### config.mk
export PLATFORM = sky130hd
export DESIGN_NAME = vga_timing_gen
export DESIGN_NICKNAME = d
export VERILOG_FILES = /design/src/rtl/vga_timing_pkg.sv /design/src/rtl/vga_pix_tick.sv /design/src/rtl/vga_timing_gen.sv
export SDC_FILE = /design/constraint.sdc
export NUM_CORES = 1
export LEC_CHECK = 0
export ABC_AREA = 1
export BUFFER_PORTS_ARGS = -buffer_cell sky130_fd_sc_hd__buf_2
export CAP_MARGIN = 15
export CORE_MARGIN = 1
export CORE_UTILIZATION = 45
export DETAILED_ROUTE_END_ITERATION = 6
export GPL_TIMING_DRIVEN = 0
export PLACE_DENSITY = 0.65
export SYNTH_ARGS = -nofsm -noshare
export SYNTH_HDL_FRONTEND = slang
export SYNTH_SLANG_ARGS = --single-unit
### constraint.sdc
create_clock -name clk -period 3.6 [get_ports clk]
set_clock_uncertainty 0.1 [all_clocks]
set_input_delay 0.18 -clock clk [delete_from_list [all_inputs] [get_ports clk]]
set_output_delay 0.18 -clock clk [all_outputs]
set_load 0.02 [all_outputs]
### src/rtl/vga_timing_pkg.sv
// vga_timing_pkg
// Shared VGA timing constants. The 640x480@60 set is the default geometry
// of vga_timing_gen; the 800x600@60 set is kept for later use.
// No ports; constants, a geometry struct and a helper function only.
package vga_timing_pkg;

    typedef struct packed {
        int unsigned display;
        int unsigned front;
        int unsigned sync;
        int unsigned back;
    } vga_axis_t;

    function automatic int unsigned axis_total(input vga_axis_t a);
        return a.display + a.front + a.sync + a.back;
    endfunction

    // 640x480 @ 60 Hz, 25 MHz pixel clock
    localparam int VGA640_H_DISPLAY = 640;
    localparam int VGA640_H_FRONT   = 16;
    localparam int VGA640_H_SYNC    = 96;
    localparam int VGA640_H_BACK    = 48;
    localparam int VGA640_V_DISPLAY = 480;
    localparam int VGA640_V_FRONT   = 10;
    localparam int VGA640_V_SYNC    = 2;
    localparam int VGA640_V_BACK    = 33;

    localparam vga_axis_t VGA640_H = '{VGA640_H_DISPLAY, VGA640_H_FRONT,
                                       VGA640_H_SYNC, VGA640_H_BACK};
    localparam vga_axis_t VGA640_V = '{VGA640_V_DISPLAY, VGA640_V_FRONT,
                                       VGA640_V_SYNC, VGA640_V_BACK};
    localparam int VGA640_H_TOTAL = axis_total(VGA640_H);   // 800
    localparam int VGA640_V_TOTAL = axis_total(VGA640_V);   // 525

    // 800x600 @ 60 Hz, 40 MHz pixel clock
    localparam int SVGA800_H_DISPLAY = 800;
    localparam int SVGA800_H_FRONT   = 40;
    localparam int SVGA800_H_SYNC    = 128;
    localparam int SVGA800_H_BACK    = 88;
    localparam int SVGA800_V_DISPLAY = 600;
    localparam int SVGA800_V_FRONT   = 1;
    localparam int SVGA800_V_SYNC    = 4;
    localparam int SVGA800_V_BACK    = 23;

    localparam vga_axis_t SVGA800_H = '{SVGA800_H_DISPLAY, SVGA800_H_FRONT,
                                        SVGA800_H_SYNC, SVGA800_H_BACK};
    localparam vga_axis_t SVGA800_V = '{SVGA800_V_DISPLAY, SVGA800_V_FRONT,
                                        SVGA800_V_SYNC, SVGA800_V_BACK};
    localparam int SVGA800_H_TOTAL = axis_total(SVGA800_H);  // 1056
    localparam int SVGA800_V_TOTAL = axis_total(SVGA800_V);  // 628

endpackage

### src/rtl/vga_pix_tick.sv
// vga_pix_tick
// Divides the system clock by PIX_DIV into a one-clk pixel strobe.
//   clk      in   system clock
//   reset    in   asynchronous active-low reset
//   pix_tick out  high on the clk where div_cnt == PIX_DIV-1
module vga_pix_tick #(
    parameter int PIX_DIV = 4
) (
    input  logic clk,
    input  logic reset,
    output logic pix_tick
);

    localparam int DW = (PIX_DIV > 1) ? $clog2(PIX_DIV) : 1;
    localparam logic [DW-1:0] D_LAST = DW'(PIX_DIV - 1);

    logic [DW-1:0] div_cnt;

    always_ff @(posedge clk or negedge reset) begin
        if (!reset)                div_cnt <= '0;
        else if (div_cnt == D_LAST) div_cnt <= '0;
        else                       div_cnt <= div_cnt + 1'b1;
    end

    // Gated by reset so that PIX_DIV=1 (div_cnt stuck at 0) does not strobe
    // while the block is held in reset.
    assign pix_tick = reset & (div_cnt == D_LAST);

endmodule

### src/rtl/vga_timing_gen.sv
// vga_timing_gen
// Parametrised VGA timing generator with a registered, blanked colour stage.
//   clk        in   system clock
//   reset      in   asynchronous active-low reset
//   rgb_in     in   colour for the current pixel_x/pixel_y
//   hsync      out  horizontal sync, registered, polarity HS_POL
//   vsync      out  vertical sync, registered, polarity VS_POL
//   rgb        out  blanked colour, registered
//   pixel_x    out  horizontal counter
//   pixel_y    out  vertical counter
//   video_on   out  counters inside the visible area (combinational)
//   pix_tick   out  one-clk strobe per pixel
//   line_tick  out  pix_tick on which pixel_x wraps
//   frame_tick out  pix_tick on which both counters wrap
// hsync/vsync/rgb describe the pixel the counters just left, so all three
// stay aligned with each other one pixel behind pixel_x/pixel_y.
module vga_timing_gen
    import vga_timing_pkg::*;
#(
    parameter int H_DISPLAY = VGA640_H_DISPLAY,
    parameter int H_FRONT   = VGA640_H_FRONT,
    parameter int H_SYNC    = VGA640_H_SYNC,
    parameter int H_BACK    = VGA640_H_BACK,
    parameter int V_DISPLAY = VGA640_V_DISPLAY,
    parameter int V_FRONT   = VGA640_V_FRONT,
    parameter int V_SYNC    = VGA640_V_SYNC,
    parameter int V_BACK    = VGA640_V_BACK,
    parameter int PIX_DIV   = 4,
    parameter bit HS_POL    = 1'b0,
    parameter bit VS_POL    = 1'b0,
    parameter int COLOR_W   = 3,
    localparam int H_TOTAL  = H_DISPLAY + H_FRONT + H_SYNC + H_BACK,
    localparam int V_TOTAL  = V_DISPLAY + V_FRONT + V_SYNC + V_BACK,
    localparam int XW       = $clog2(H_TOTAL),
    localparam int YW       = $clog2(V_TOTAL)
) (
    input  logic               clk,
    input  logic               reset,
    input  logic [COLOR_W-1:0] rgb_in,
    output logic               hsync,
    output logic               vsync,
    output logic [COLOR_W-1:0] rgb,
    output logic [XW-1:0]      pixel_x,
    output logic [YW-1:0]      pixel_y,
    output logic               video_on,
    output logic               pix_tick,
    output logic               line_tick,
    output logic               frame_tick
);

    localparam logic [XW-1:0] X_LAST   = XW'(H_TOTAL - 1);
    localparam logic [XW-1:0] X_DISP   = XW'(H_DISPLAY);
    localparam logic [XW-1:0] HS_FIRST = XW'(H_DISPLAY + H_FRONT);
    localparam logic [XW-1:0] HS_LAST  = XW'(H_DISPLAY + H_FRONT + H_SYNC - 1);
    localparam logic [YW-1:0] Y_LAST   = YW'(V_TOTAL - 1);
    localparam logic [YW-1:0] Y_DISP   = YW'(V_DISPLAY);
    localparam logic [YW-1:0] VS_FIRST = YW'(V_DISPLAY + V_FRONT);
    localparam logic [YW-1:0] VS_LAST  = YW'(V_DISPLAY + V_FRONT + V_SYNC - 1);

    logic x_wrap;
    logic y_wrap;
    logic hs_act;
    logic vs_act;

    vga_pix_tick #(
        .PIX_DIV (PIX_DIV)
    ) u_pix_tick (
        .clk      (clk),
        .reset    (reset),
        .pix_tick (pix_tick)
    );

    assign x_wrap = (pixel_x == X_LAST);
    assign y_wrap = (pixel_y == Y_LAST);

    always_ff @(posedge clk or negedge reset) begin
        if (!reset) begin
            pixel_x <= '0;
            pixel_y <= '0;
        end else if (pix_tick) begin
            if (x_wrap) begin
                pixel_x <= '0;
                pixel_y <= y_wrap ? '0 : pixel_y + 1'b1;
            end else begin
                pixel_x <= pixel_x + 1'b1;
            end
        end
    end

    assign video_on   = (pixel_x < X_DISP) && (pixel_y < Y_DISP);
    assign hs_act     = (pixel_x >= HS_FIRST) && (pixel_x <= HS_LAST);
    assign vs_act     = (pixel_y >= VS_FIRST) && (pixel_y <= VS_LAST);
    assign line_tick  = pix_tick & x_wrap;
    assign frame_tick = line_tick & y_wrap;

    // Output stage samples on the same edge that advances the counters, so
    // rgb_in only has to be valid for the clk carrying pix_tick.
    always_ff @(posedge clk or negedge reset) begin
        if (!reset) begin
            hsync <= ~HS_POL;
            vsync <= ~VS_POL;
            rgb   <= '0;
        end else if (pix_tick) begin
            hsync <= hs_act ? HS_POL : ~HS_POL;
            vsync <= vs_act ? VS_POL : ~VS_POL;
            rgb   <= video_on ? rgb_in : '0;
        end
    end

endmodule

==> Implementation_results.wiki, run 1 <==
{| class="wikitable"
! Metric !! Value
|-
| Std cell rows || 21
|-
| DRC violation total after the first TritonRoute iteration || 63
|-
| Final-report setup violation count || 0
|-
| Fraction of the yosys area taken by sequential cells || 0.434
|-
| Final cell utilization of the core || 0.549
|-
| Cts repair resizes || 0
|-
| Initial antenna violation count || 0
|-
| Largest cells by area after synthesis || sky130_fd_sc_hd__dfrtp_1 (40%), sky130_fd_sc_hd__nand2_1 (13%), sky130_fd_sc_hd__nor2_1 (5.3%)
|-
| Area share of xor/xnor cells in the synthesized design || 0.0393
|-
| Post-synthesis simple-gate area fraction || 0.341
|-
| # DRC || 0
|-
| Diodes inserted || 0
|-
| Clock insertion delay at the later pin of the skew report || between 0.3 and 0.4 ns
|-
| Critical path endpoint category || output port
|-
| Largest area contributor in the synthesized netlist || sky130_fd_sc_hd__dfrtp_1
|-
| Comb power frac || 0.318
|-
| Flip-flop and latch count after synthesis || 27
|-
| Nature of the critical path startpoint || primary input
|-
| Number of hold-repair buffers added at the cts stage || 2
|-
| Ratio of routed vias to standard cells || 4.94
|-
| Synth top area share || 0.401
|-
| Netlist area before placement || ~1600 µm²
|-
| Part of the total power dissipated in sequential elements || 0.509
|-
| Power density of the placed cells || ~420 nW/µm²
|-
| Deepest level of the CTS H-tree || 1
|-
| Sw Share || 0.390
|-
| Number of distinct standard cells referenced by the synthesized netlist || 30
|-
| Switching power || ~300 µW
|-
| Total number of vias || 1398
|-
| Final period demand of the worst path || between 2 and 3 ns
|-
| Unrepaired setup endpoints after global routing || no
|-
| Fin nets || 248
|-
| Cell family contributing the most delay on the critical path || buffers and inverters
|-
| Worst rel slew slack || 0.586
|-
| Global route overflow || 0
|-
| Vias in the first global route || around 1300
|-
| Post-detailed-placement half-perimeter wirelength || about 2400 µm
|-
| Worst-path cell with the longest stage delay || sky130_fd_sc_hd__dlygate4sd3_1
|-
| Total routing resource utilization after global routing || 0.195
|-
| Most repeated library cell on the critical path || sky130_fd_sc_hd__buf_2
|-
| Global-route wire length before repair || approximately 5500 µm
|-
| Full die area || 3710 µm²
|-
| Wire per inst || 11.1 µm
|-
| Clock tree from TritonCTS || done
|-
| Largest net degree at the start of global routing || 29
|-
| CTS Buf Count || 3
|-
| Count of pins over their slew limit || 0
|-
| Worst path arrival time || about 2.3 ns
|-
| Category of the most critical setup path || primary input to output port
|-
| Worst path buffer plus inverter count || 5
|-
| Main combinational cell family by area after synthesis || simple AND/OR/NAND/NOR gates
|-
| Commonest cells after routing, fill and taps aside || sky130_fd_sc_hd__nand2_1 (53), sky130_fd_sc_hd__buf_2 (35), sky130_fd_sc_hd__dfrtp_1 (25)
|-
| Reg-to-reg setup timing slack || 1.89 ns
|-
| Gate count of the mapped netlist || just under 200
|-
| Antenna-violating nets left || 0
|-
| CP required || approximately 3.3 ns
|-
| Relative contribution of the clock network to total power || 0.174
|-
| Height of the die || between 60 and 70 µm
|-
| Period utilization || 0.725
|-
| Largest incremental delay on the critical path || between 0.5 and 0.6 ns
|-
| Share of cells above drive strength 1 || 0.241
|-
| Worst slew pin tran || 0.621 ns
|-
| Area Overhead vs Synth || 17.2%
|-
| Clock root buffer || sky130_fd_sc_hd__clkbuf_4
|-
| Fmax || roughly 380 MHz
|-
| Number of nets produced by synthesis || 208
|-
| Routability congestion estimate from global placement || 0.857
|-
| Mux share of post-synthesis cell area || 0
|-
| Clock Path Buffers || 2
|-
| Count of max-cap constraint violations || 0
|-
| Accumulated negative setup slack || 0 ns
|-
| Internal portion of total power || 471 µW
|-
| Adder and majority gate portion of the synthesized area || 0.0401
|-
| # IOs || 34
|-
| Max rail drop VDD || around 0.25 mV
|-
| Share of the synthesized area in compound gates (AO/OA/AOI/OAI) || 0.0705
|-
| Final hold violation count || 0
|-
| Cells along the critical path || dlygate4sd3_1, buf_2, nand2_2, buf_2, inv_1, nand4_1, nor3_1, buf_2
|-
| Max Fanout on Critical Path || 28
|-
| Core footprint || about 3300 µm²
|-
| Most common cell after layout, fill and taps aside || sky130_fd_sc_hd__nand2_1
|-
| Lkg Pwr || roughly 0.00095 µW
|-
| IO buf count || 33
|-
| Outcome || finished, final reports clean
|-
| Avg Synthesized Cell Area || just under 8 µm²
|-
| Post-CTS setup buffer count || 0
|-
| CTS Sinks || 27
|-
| Wirelength, routed || ~3100 µm
|-
| Drt first pass iters || 4
|-
| Width of the chip || slightly above 60 µm
|-
| Warning count from the yosys run || 0
|-
| Type of the worst min-delay path || primary input to flop
|-
| Effective utilization at floorplan || 0.468
|-
| Register clock-pin slew on the reported worst setup and hold paths || 0.15 ns
|}
==> path summary, 6_finish.rpt <==
check / startpoint / end / cells after the start
worst max-delay path: reset / frame_tick / 8
worst min-delay path: rgb_in[0] / rgb[0] / 3
worst max register to register: u_pix_tick.div_cnt[0] / pixel_x[5] / 7
worst min register to register: u_pix_tick.div_cnt[0] / u_pix_tick.div_cnt[0] / 1
max in group asynchronous: reset / rgb[2] / 2
min in group asynchronous: reset / rgb[0] / 2
==> cells in the mapped netlist <==
master,n
sky130_fd_sc_hd__inv_4,1
sky130_fd_sc_hd__nand4_4,1
sky130_fd_sc_hd__nor2_8,1
sky130_fd_sc_hd__o21ai_0,11
sky130_fd_sc_hd__buf_6,1
sky130_fd_sc_hd__nor3_2,1
sky130_fd_sc_hd__xnor2_1,4
sky130_fd_sc_hd__nand2_2,1
sky130_fd_sc_hd__nor3_1,5
sky130_fd_sc_hd__o21bai_1,1
sky130_fd_sc_hd__a31oi_1,1
sky130_fd_sc_hd__inv_1,20
sky130_fd_sc_hd__and2_1,1
sky130_fd_sc_hd__a21oi_1,1
sky130_fd_sc_hd__buf_4,1
sky130_fd_sc_hd__or2_2,2
sky130_fd_sc_hd__nor2_2,2
sky130_fd_sc_hd__xor2_1,3
sky130_fd_sc_hd__ha_1,5
sky130_fd_sc_hd__nand3_1,15
sky130_fd_sc_hd__nor2_4,1
sky130_fd_sc_hd__buf_2,2
sky130_fd_sc_hd__inv_2,2
sky130_fd_sc_hd__nand4_1,8
sky130_fd_sc_hd__dfrtp_1,25
sky130_fd_sc_hd__dfstp_2,2
sky130_fd_sc_hd__nand2_1,53
sky130_fd_sc_hd__o21ai_2,3
sky130_fd_sc_hd__o21ai_1,2
sky130_fd_sc_hd__nor2_1,22
==> kinds of logic after synthesis <==
group           after synthesis
buf+inv                      27
compound gates               19
flops                        27
simple gates                113
fa+ha+maj                     5
xor+xnor                      7
==> sequential cells by signal (all words and copies together) (netlist names) <==
signal	flops
pixel_x	10
pixel_y	10
vsync	1
hsync	1
rgb	3
u_pix_tick.div_cnt	2
==> routing by layer <==
metal / GRT usage / vias up / share of wire
met2: 0.350 / 31 / 0.51
met1: 0.237 / 646 / 0.45
li1: - / 719 / -
met4: 0.0357 / 0 / 0.0054
met3: 0.0512 / 2 / 0.042
met5: 0 / - / 0
==> tightest hold or removal path, stage by stage <==
cell and delay, ns:
sky130_fd_sc_hd__buf_2 0.09, sky130_fd_sc_hd__nand2_1 0.05, sky130_fd_sc_hd__o21ai_0 0.09
==> power groups by stage <==
| stage | Combinational [µW] | Clock, µW | Sequential [µW] |
|---|---|---|---|
| 3_3_place_gp | 243 | 0 | 399 |
| 6_report | 245 | 134 | 392 |
| 3_5_place_dp | 246 | 0 | 400 |
| 5_1_grt | 276 | 152 | 402 |
| 2_1_floorplan | 122 | 0 | 442 |
| 4_1_cts | 248 | 142 | 394 |
==> cell type report <==
class                      instances  area [µm²]
fill                             358        1510
multi-input combinational        144         766
sequential                        27         678
timing repair buffer              35         185
inverter                          23        88.8
tap                               46        57.6
buffer                             4        28.8
clock buffer                       4        26.3
==> through the flow <==
stage | setup slack, ns | area (µm²) | cells | power, µW | hold WS (ns)
floorplan | 1.78 | 1560 | 198 | 565 | -0.216
global placement | 1.42 | 1780 | 277 | 641 | 0.139
detailed placement | 1.43 | 1780 | 277 | 646 | 0.142
CTS | 0.894 | 1830 | 283 | 785 | 0.00193
global route | 0.755 | 1830 | 283 | 830 | 0.00884
finish | 0.992 | 1830 | 283 | 771 | 0.0177
No activity file was read; power rests on OpenSTA's default activity.
==> inputs of run 2 (changes only) <==
clock period = 2.6 ns   (was 3.6 ns; I/O delays follow)
==> Implementation_results.wiki, run 2 (synthesized netlist as in run 1, its figures left out) <==
{| class="wikitable"
! Metric !! Value
|-
| Largest incremental delay on the critical path || roughly 0.38 ns
|-
| CTS Sinks || 27
|-
| RR Startpoint || pixel_x[1]
|-
| Reg-to-reg setup timing slack || 0.90 ns
|-
| Width of the chip || between 60 and 70 µm
|-
| Instance area after placement || ~1800 µm²
|-
| Accumulated negative setup slack || 0 ns
|-
| Area Overhead vs Synth || 19.8%
|-
| CTS Buf Count || 3
|-
| Initial antenna violation count || 0
|-
| Most common cell after layout, fill and taps aside || sky130_fd_sc_hd__nand2_1
|-
| Std cell rows || 21
|-
| DRC violation total after the first TritonRoute iteration || between 40 and 50
|-
| Comb power frac || 0.323
|-
| Sw Share || 0.389
|-
| Cell family contributing the most delay on the critical path || buffers and inverters
|-
| Max Fanout on Critical Path || 10
|-
| FF-to-FF path depth || 9
|-
| Total number of vias || approximately 1400
|-
| Total routing resource utilization after global routing || 0.203
|-
| Clock insertion delay at the later pin of the skew report || 0.32 ns
|-
| Worst-path cell with the longest stage delay || sky130_fd_sc_hd__dfrtp_1
|-
| Cts repair resizes || 0
|-
| Max rail drop VDD || between 0.3 and 0.4 mV
|-
| Worst path arrival time || around 1.9 ns
|-
| Core footprint || 3340 µm²
|-
| Power, Total || 1070 µW
|-
| Most repeated library cell on the critical path || sky130_fd_sc_hd__buf_2
|-
| Switching power || roughly 420 µW
|-
| Wirelength, routed || ~3300 µm
|-
| Clock Path Buffers || 2
|-
| Drt first pass iters || 4
|-
| Routability congestion estimate from global placement || 0.857
|-
| Nature of the critical path startpoint || flop
|-
| Outcome || finished, final reports clean
|-
| Type of the worst min-delay path || primary input to async pin
|-
| Cells along the critical path || ha_1, nand2_2, buf_2, inv_1, nand4_1, nor3_1, buf_2
|-
| Post-route cell area || around 1900 µm²
|-
| Global route overflow || 0
|-
| Number of hold-repair buffers added at the cts stage || 5
|-
| Ratio of routed vias to standard cells || between 4 and 5
|-
| Wire per inst || ~11 µm
|-
| Crit Reg-Reg Endpoint || pixel_y[4]
|-
| Largest registers in the final layout || pixel_x x10, pixel_y x10, rgb x3
|-
| Share of cells above drive strength 1 || 0.242
|-
| Global-route wire length before repair || roughly 5600 µm
|-
| Worst path buffer plus inverter count || 3
|-
| Part of the total power dissipated in sequential elements || 0.506
|-
| Final-report setup violation count || 0
|-
| Fin nets || approximately 250
|-
| Final period demand of the worst path || 2.11 ns
|-
| Worst slew pin tran || approximately 0.26 ns
|-
| Antenna-violating nets left || 0
|-
| Relative contribution of the clock network to total power || 0.172
|-
| Worst rel slew slack || 0.825
|-
| Vias in the first global route || approximately 1300
|-
| Final hold violation count || 0
|-
| Effective utilization at floorplan || 0.468
|-
| CP required || approximately 2.4 ns
|-
| Commonest cells after routing, fill and taps aside || sky130_fd_sc_hd__nand2_1 (53), sky130_fd_sc_hd__buf_2 (35), sky130_fd_sc_hd__dfrtp_1 (25)
|-
| Period utilization || 0.810
|-
| Critical path endpoint category || output port
|-
| Internal portion of total power || 657 µW
|-
| Largest net degree at the start of global routing || 26
|-
| Clock tree from TritonCTS || done
|-
| IO buf count || 33
|-
| Clock root buffer || sky130_fd_sc_hd__clkbuf_4
|-
| Post-CTS setup buffer count || 0
|-
| Lkg Pwr || approximately 0.00097 µW
|-
| # DRC || 0
|-
| Height of the die || around 61 µm
|-
| Category of the most critical setup path || flop to output port
|-
| Power density of the placed cells || between 500 and 600 nW/µm²
|-
| Unrepaired setup endpoints after global routing || no
|-
| Count of pins over their slew limit || 0
|-
| Count of max-cap constraint violations || 0
|-
| Diodes inserted || 0
|-
| Post-detailed-placement half-perimeter wirelength || between 2000 and 2500 µm
|-
| Full die area || ~3700 µm²
|-
| Deepest level of the CTS H-tree || 1
|-
| # IOs || 34
|-
| Register clock-pin slew on the reported worst setup and hold paths || around 0.15 ns
|-
| Fmax || approximately 470 MHz
|-
| Final cell utilization of the core || 0.561
|}
==> run 2: cell types whose count changed in the layout (fill, tap and decap cells not counted), sizes merged <==
| cell | before | now |
|---|---|---|
| dlygate4sd3 | 2 | 4 |
| buf | 37 | 38 |
==> run 2: worst max-delay path by stage <==
stage / from / endpoint / slack [ns] / cells past startpoint
after floorplan: pixel_x[1] / frame_tick / 0.83 / 5
after global placement: reset / frame_tick / 0.52 / 7
after detailed placement: reset / frame_tick / 0.53 / 7
after CTS: u_pix_tick.div_cnt[0] / frame_tick / 0.45 / 7
after global routing: u_pix_tick.div_cnt[0] / frame_tick / 0.34 / 7
final: u_pix_tick.div_cnt[0] / frame_tick / 0.49 / 7
==> run 2: cell type report <==
class / instances / area [µm²]
buffer: 4 / 28.8
clock buffer: 4 / 26.3
fill: 357 / 1470
inverter: 23 / 88.8
multi-input combinational: 144 / 766
sequential: 27 / 678
tap: 46 / 57.6
timing repair buffer: 38 / 225
==> run 2: worst reg2reg max path: cells and delay by family (launching register included) <==
family	cells	cell delay [ns]
simple gates	5	0.65
flops	1	0.42
fa+ha+maj	1	0.21
buf+inv	2	0.19
compound gates	1	0.05
==> run 2: stage by stage <==
step,setup slack [ns],hold slack (ns),std cells
floorplan,0.832,-0.266,198
global placement,0.517,0.0891,277
detailed placement,0.535,0.0920,277
CTS,0.448,0.229,286
global route,0.339,0.253,286
finish,0.494,0.242,286
==> run 2: power by group through the flow <==
stage	logic (µW)	registers, µW	clock network [µW]
floorplan	169	612	0
global placement	336	552	0
detailed placement	341	553	0
CTS	350	545	197
global route	390	557	211
finish	347	543	184
==> run 2: routing by layer <==
layer  up-vias  GRT usage  wire length (µm)
met5         -          0                 0
met4         0     0.0390                17
met3         2     0.0533               133
met2        31      0.370              1630
met1       636      0.240              1480
li1        721          -                 -
==> inputs of run 3 (changes only) <==
ABC_AREA = 0   (was 1)
PLACE_DENSITY = 0.69   (was 0.65)
clock period = 1.85 ns   (was 2.6 ns; I/O delays follow)
==> Implementation_results.wiki, run 3 <==
{| class="wikitable"
! Metric !! Value
|-
| Clock Path Buffers || 2
|-
| Register clock-pin slew on the reported worst setup and hold paths || ~0.15 ns
|-
| Count of max-cap constraint violations || 0
|-
| Nature of the critical path startpoint || flop
|-
| CTS Buf Count || 3
|-
| Internal portion of total power || between 800 and 900 µW
|-
| # DRC || 1
|-
| Initial antenna violation count || 0
|-
| Wire per inst || 15.5 µm
|-
| Largest area contributor in the synthesized netlist || sky130_fd_sc_hd__dfrtp_1
|-
| Number of nets produced by synthesis || roughly 150
|-
| Clock root buffer || sky130_fd_sc_hd__clkbuf_4
|-
| Type of the worst min-delay path || primary input to flop
|-
| Post-synthesis async set-or-reset flop share || 1.00
|-
| Ratio of routed vias to standard cells || 5.55
|-
| Accumulated negative setup slack || -1.22 ns
|-
| Share of cells above drive strength 1 || 0.440
|-
| Width of the chip || roughly 57 µm
|-
| Std cell rows || 19
|-
| Final-report setup violation count || 11
|-
| Max Fanout on Critical Path || 3
|-
| Cell with the most instances after synthesis || sky130_fd_sc_hd__dfrtp_1
|-
| Routability congestion estimate from global placement || about 0.8
|-
| Avg Synthesized Cell Area || about 10 µm²
|-
| Height of the die || roughly 57 µm
|-
| Unrepaired setup endpoints after global routing || yes
|-
| Post-placement setup slack || -0.318 ns
|-
| Top flip-flop cell by instance count after synthesis || sky130_fd_sc_hd__dfrtp_1
|-
| Post-detailed-placement half-perimeter wirelength || 2190 µm
|-
| Period utilization || 1.11
|-
| Relative contribution of the clock network to total power || 0.226
|-
| Diodes inserted || 0
|-
| Global-route wire length before repair || roughly 5700 µm
|-
| Switching power || slightly above 400 µW
|-
| Worst slack on hold paths || about 0.096 ns
|-
| Cell family contributing the most delay on the critical path || simple AND/OR/NAND/NOR gates
|-
| Fraction of the yosys area taken by sequential cells || 0.490
|-
| Global route overflow || 0
|-
| Number of enable-type register cells in the synthesized netlist || 0
|-
| Fin nets || between 200 and 250
|-
| Critical path endpoint category || output port
|-
| Total number of vias || between 1000 and 1500
|-
| Category of the most critical setup path || flop to output port
|-
| DRC violation total after the first TritonRoute iteration || 48
|-
| Number of distinct standard cells referenced by the synthesized netlist || 33
|-
| Cells along the critical path || or2_4, or4_4, clkinv_4, buf_12, buf_8
|-
| Clock tree from TritonCTS || done
|-
| IO buf count || 33
|-
| Sw Share || 0.332
|-
| CP required || between 1.5 and 2 ns
|-
| Max rail drop VDD || between 0.5 and 0.6 mV
|-
| # IOs || 34
|-
| Part of the total power dissipated in sequential elements || 0.569
|-
| Largest registers in the final layout || pixel_x x10, pixel_y x10, rgb x3
|-
| Deepest level of the CTS H-tree || 1
|-
| Commonest cells after routing, fill and taps aside || sky130_fd_sc_hd__buf_2 (30), sky130_fd_sc_hd__buf_4 (22), sky130_fd_sc_hd__dfrtp_1 (18)
|-
| Area Overhead vs Synth || 41.3%
|-
| Drt first pass iters || 6
|-
| Final hold violation count || 0
|-
| Wirelength, routed || ~3600 µm
|-
| Largest incremental delay on the critical path || around 0.57 ns
|-
| Vias in the first global route || roughly 1200
|-
| List of most frequent post-synthesis cells || sky130_fd_sc_hd__dfrtp_1 (25), sky130_fd_sc_hd__nand2_1 (14), sky130_fd_sc_hd__o21ai_0 (11), sky130_fd_sc_hd__nand3_1 (10), sky130_fd_sc_hd__nor2_1 (10)
|-
| Warning count from the yosys run || 0
|-
| Total routing resource utilization after global routing || 0.228
|-
| CTS Sinks || 27
|-
| Count of pins over their slew limit || 0
|-
| Clock insertion delay at the later pin of the skew report || 0.34 ns
|-
| Largest net degree at the start of global routing || 26
|-
| Worst path arrival time || 1.87 ns
|-
| Lkg Pwr || 0.000969 µW
|-
| Largest cells by area after synthesis || sky130_fd_sc_hd__dfrtp_1 (45%), sky130_fd_sc_hd__xnor2_1 (5.7%), sky130_fd_sc_hd__ha_1 (4.5%)
|-
| Final critical-path setup slack || -0.210 ns
|-
| Flip-flop and latch count after synthesis || 27
|-
| Worst path buffer plus inverter count || 3
|-
| Final period demand of the worst path || around 2 ns
|-
| Synth top area share || 0.452
|-
| Worst-path cell with the longest stage delay || sky130_fd_sc_hd__or4_4
|-
| Fill cell total of the finished layout || 220
|-
| Gate count of the mapped netlist || roughly 140
|-
| Violations in the final reports || design-rule violations, negative setup slack
|-
| Worst slew pin tran || 0.433 ns
|-
| Full die area || 3300 µm²
|-
| Power density of the placed cells || between 600 and 700 nW/µm²
|-
| Final cell utilization of the core || 0.690
|-
| Worst rel slew slack || 0.709
|-
| Netlist area before placement || around 1400 µm²
|-
| Most common cell after layout, fill and taps aside || sky130_fd_sc_hd__buf_2
|-
| Antenna-violating nets left || 0
|-
| Comb power frac || 0.205
|-
| Outcome || complete, but fails checks
|-
| Fmax || roughly 500 MHz
|-
| Core footprint || ~2800 µm²
|-
| Effective utilization at floorplan || 0.489
|}
[run 3: repair_timing]
action / in CTS / in global routing
gates cloned: 0 / 0
buffers inserted: 11 / 9
hold endpoints to repair: 28 / 0
hold buffers: 5 / 0
pin swaps: 9 / 7
gates resized for setup: 15 / 7
endpoints found under the setup margin: 18 / 16
[run 3: per-stage QoR]
step	area [µm²]	power [µW]	cells
floorplan	1430	830	138
global placement	1640	907	202
detailed placement	1640	919	202
CTS	1850	1200	222
global route	1950	1270	231
finish	1950	1230	231
[run 3: worst reg2reg max path, stage by stage, from the launching register on]
cell and delay [ns]:
sky130_fd_sc_hd__dfrtp_2 0.44, sky130_fd_sc_hd__or2_4 0.26, sky130_fd_sc_hd__or4_4 0.57, sky130_fd_sc_hd__clkinv_4 0.08, sky130_fd_sc_hd__buf_12 0.09, sky130_fd_sc_hd__buf_4 0.16
sky130_fd_sc_hd__nand4_4 0.11, sky130_fd_sc_hd__xnor2_2 0.16
[run 3: power groups by stage]
stage	registers (µW)	logic, µW	clock network (µW)
after floorplan	753	76.4	0
after CTS	699	225	275
final	701	252	278
after global routing	709	271	294
after global placement	706	201	0
after detailed placement	711	209	0
[run 3: worst paths after layout]
kind,startpoint,end,slack [ns],depth (start not counted)
worst min register to register,u_pix_tick.div_cnt[0],u_pix_tick.div_cnt[0],0.40,1
worst max register to register,pixel_x[6],pixel_y[8],-0.20,7
worst min-delay path,reset,pixel_x[0],0.1,4
max in group asynchronous,reset,pixel_x[1],1.05,3
min in group asynchronous,reset,vsync,0.41,2
worst max-delay path,pixel_x[6],line_tick,-0.21,5
[run 3: layout make-up]
| type | instances | area [µm²] | share of cell area |
|---|---|---|---|
| timing repair buffer | 58 | 398 | 0.204 |
| clock inverter | 1 | 7.51 | 0.00384 |
| sequential | 27 | 687 | 0.352 |
| inverter | 7 | 31.3 | 0.0160 |
| multi-input combinational | 100 | 729 | 0.373 |
| buffer | 4 | 38.8 | 0.0199 |
| clock buffer | 3 | 22.5 | 0.0115 |
| tap | 31 | 38.8 | 0.0199 |
[run 3: logic make-up (layout without fill, tap and decap cells)]
group / count (synthesis) / after routing / share of synthesized area
simple gates: 67 / 67 / 0.278
flops: 27 / 27 / 0.490
compound gates: 16 / 16 / 0.0642
xor+xnor: 12 / 12 / 0.0760
buf+inv: 11 / 73 / 0.0461
fa+ha+maj: 5 / 5 / 0.0452
[run 3: per-layer routing]
layer	routed length [µm]	up-vias	part of all wire	global-route usage
met2	1690	37	0.47	0.370
li1	-	614	-	-
met1	1710	627	0.48	0.325
met5	0	-	0	0
met4	29	0	0.0081	0.0662
met3	144	4	0.040	0.0204
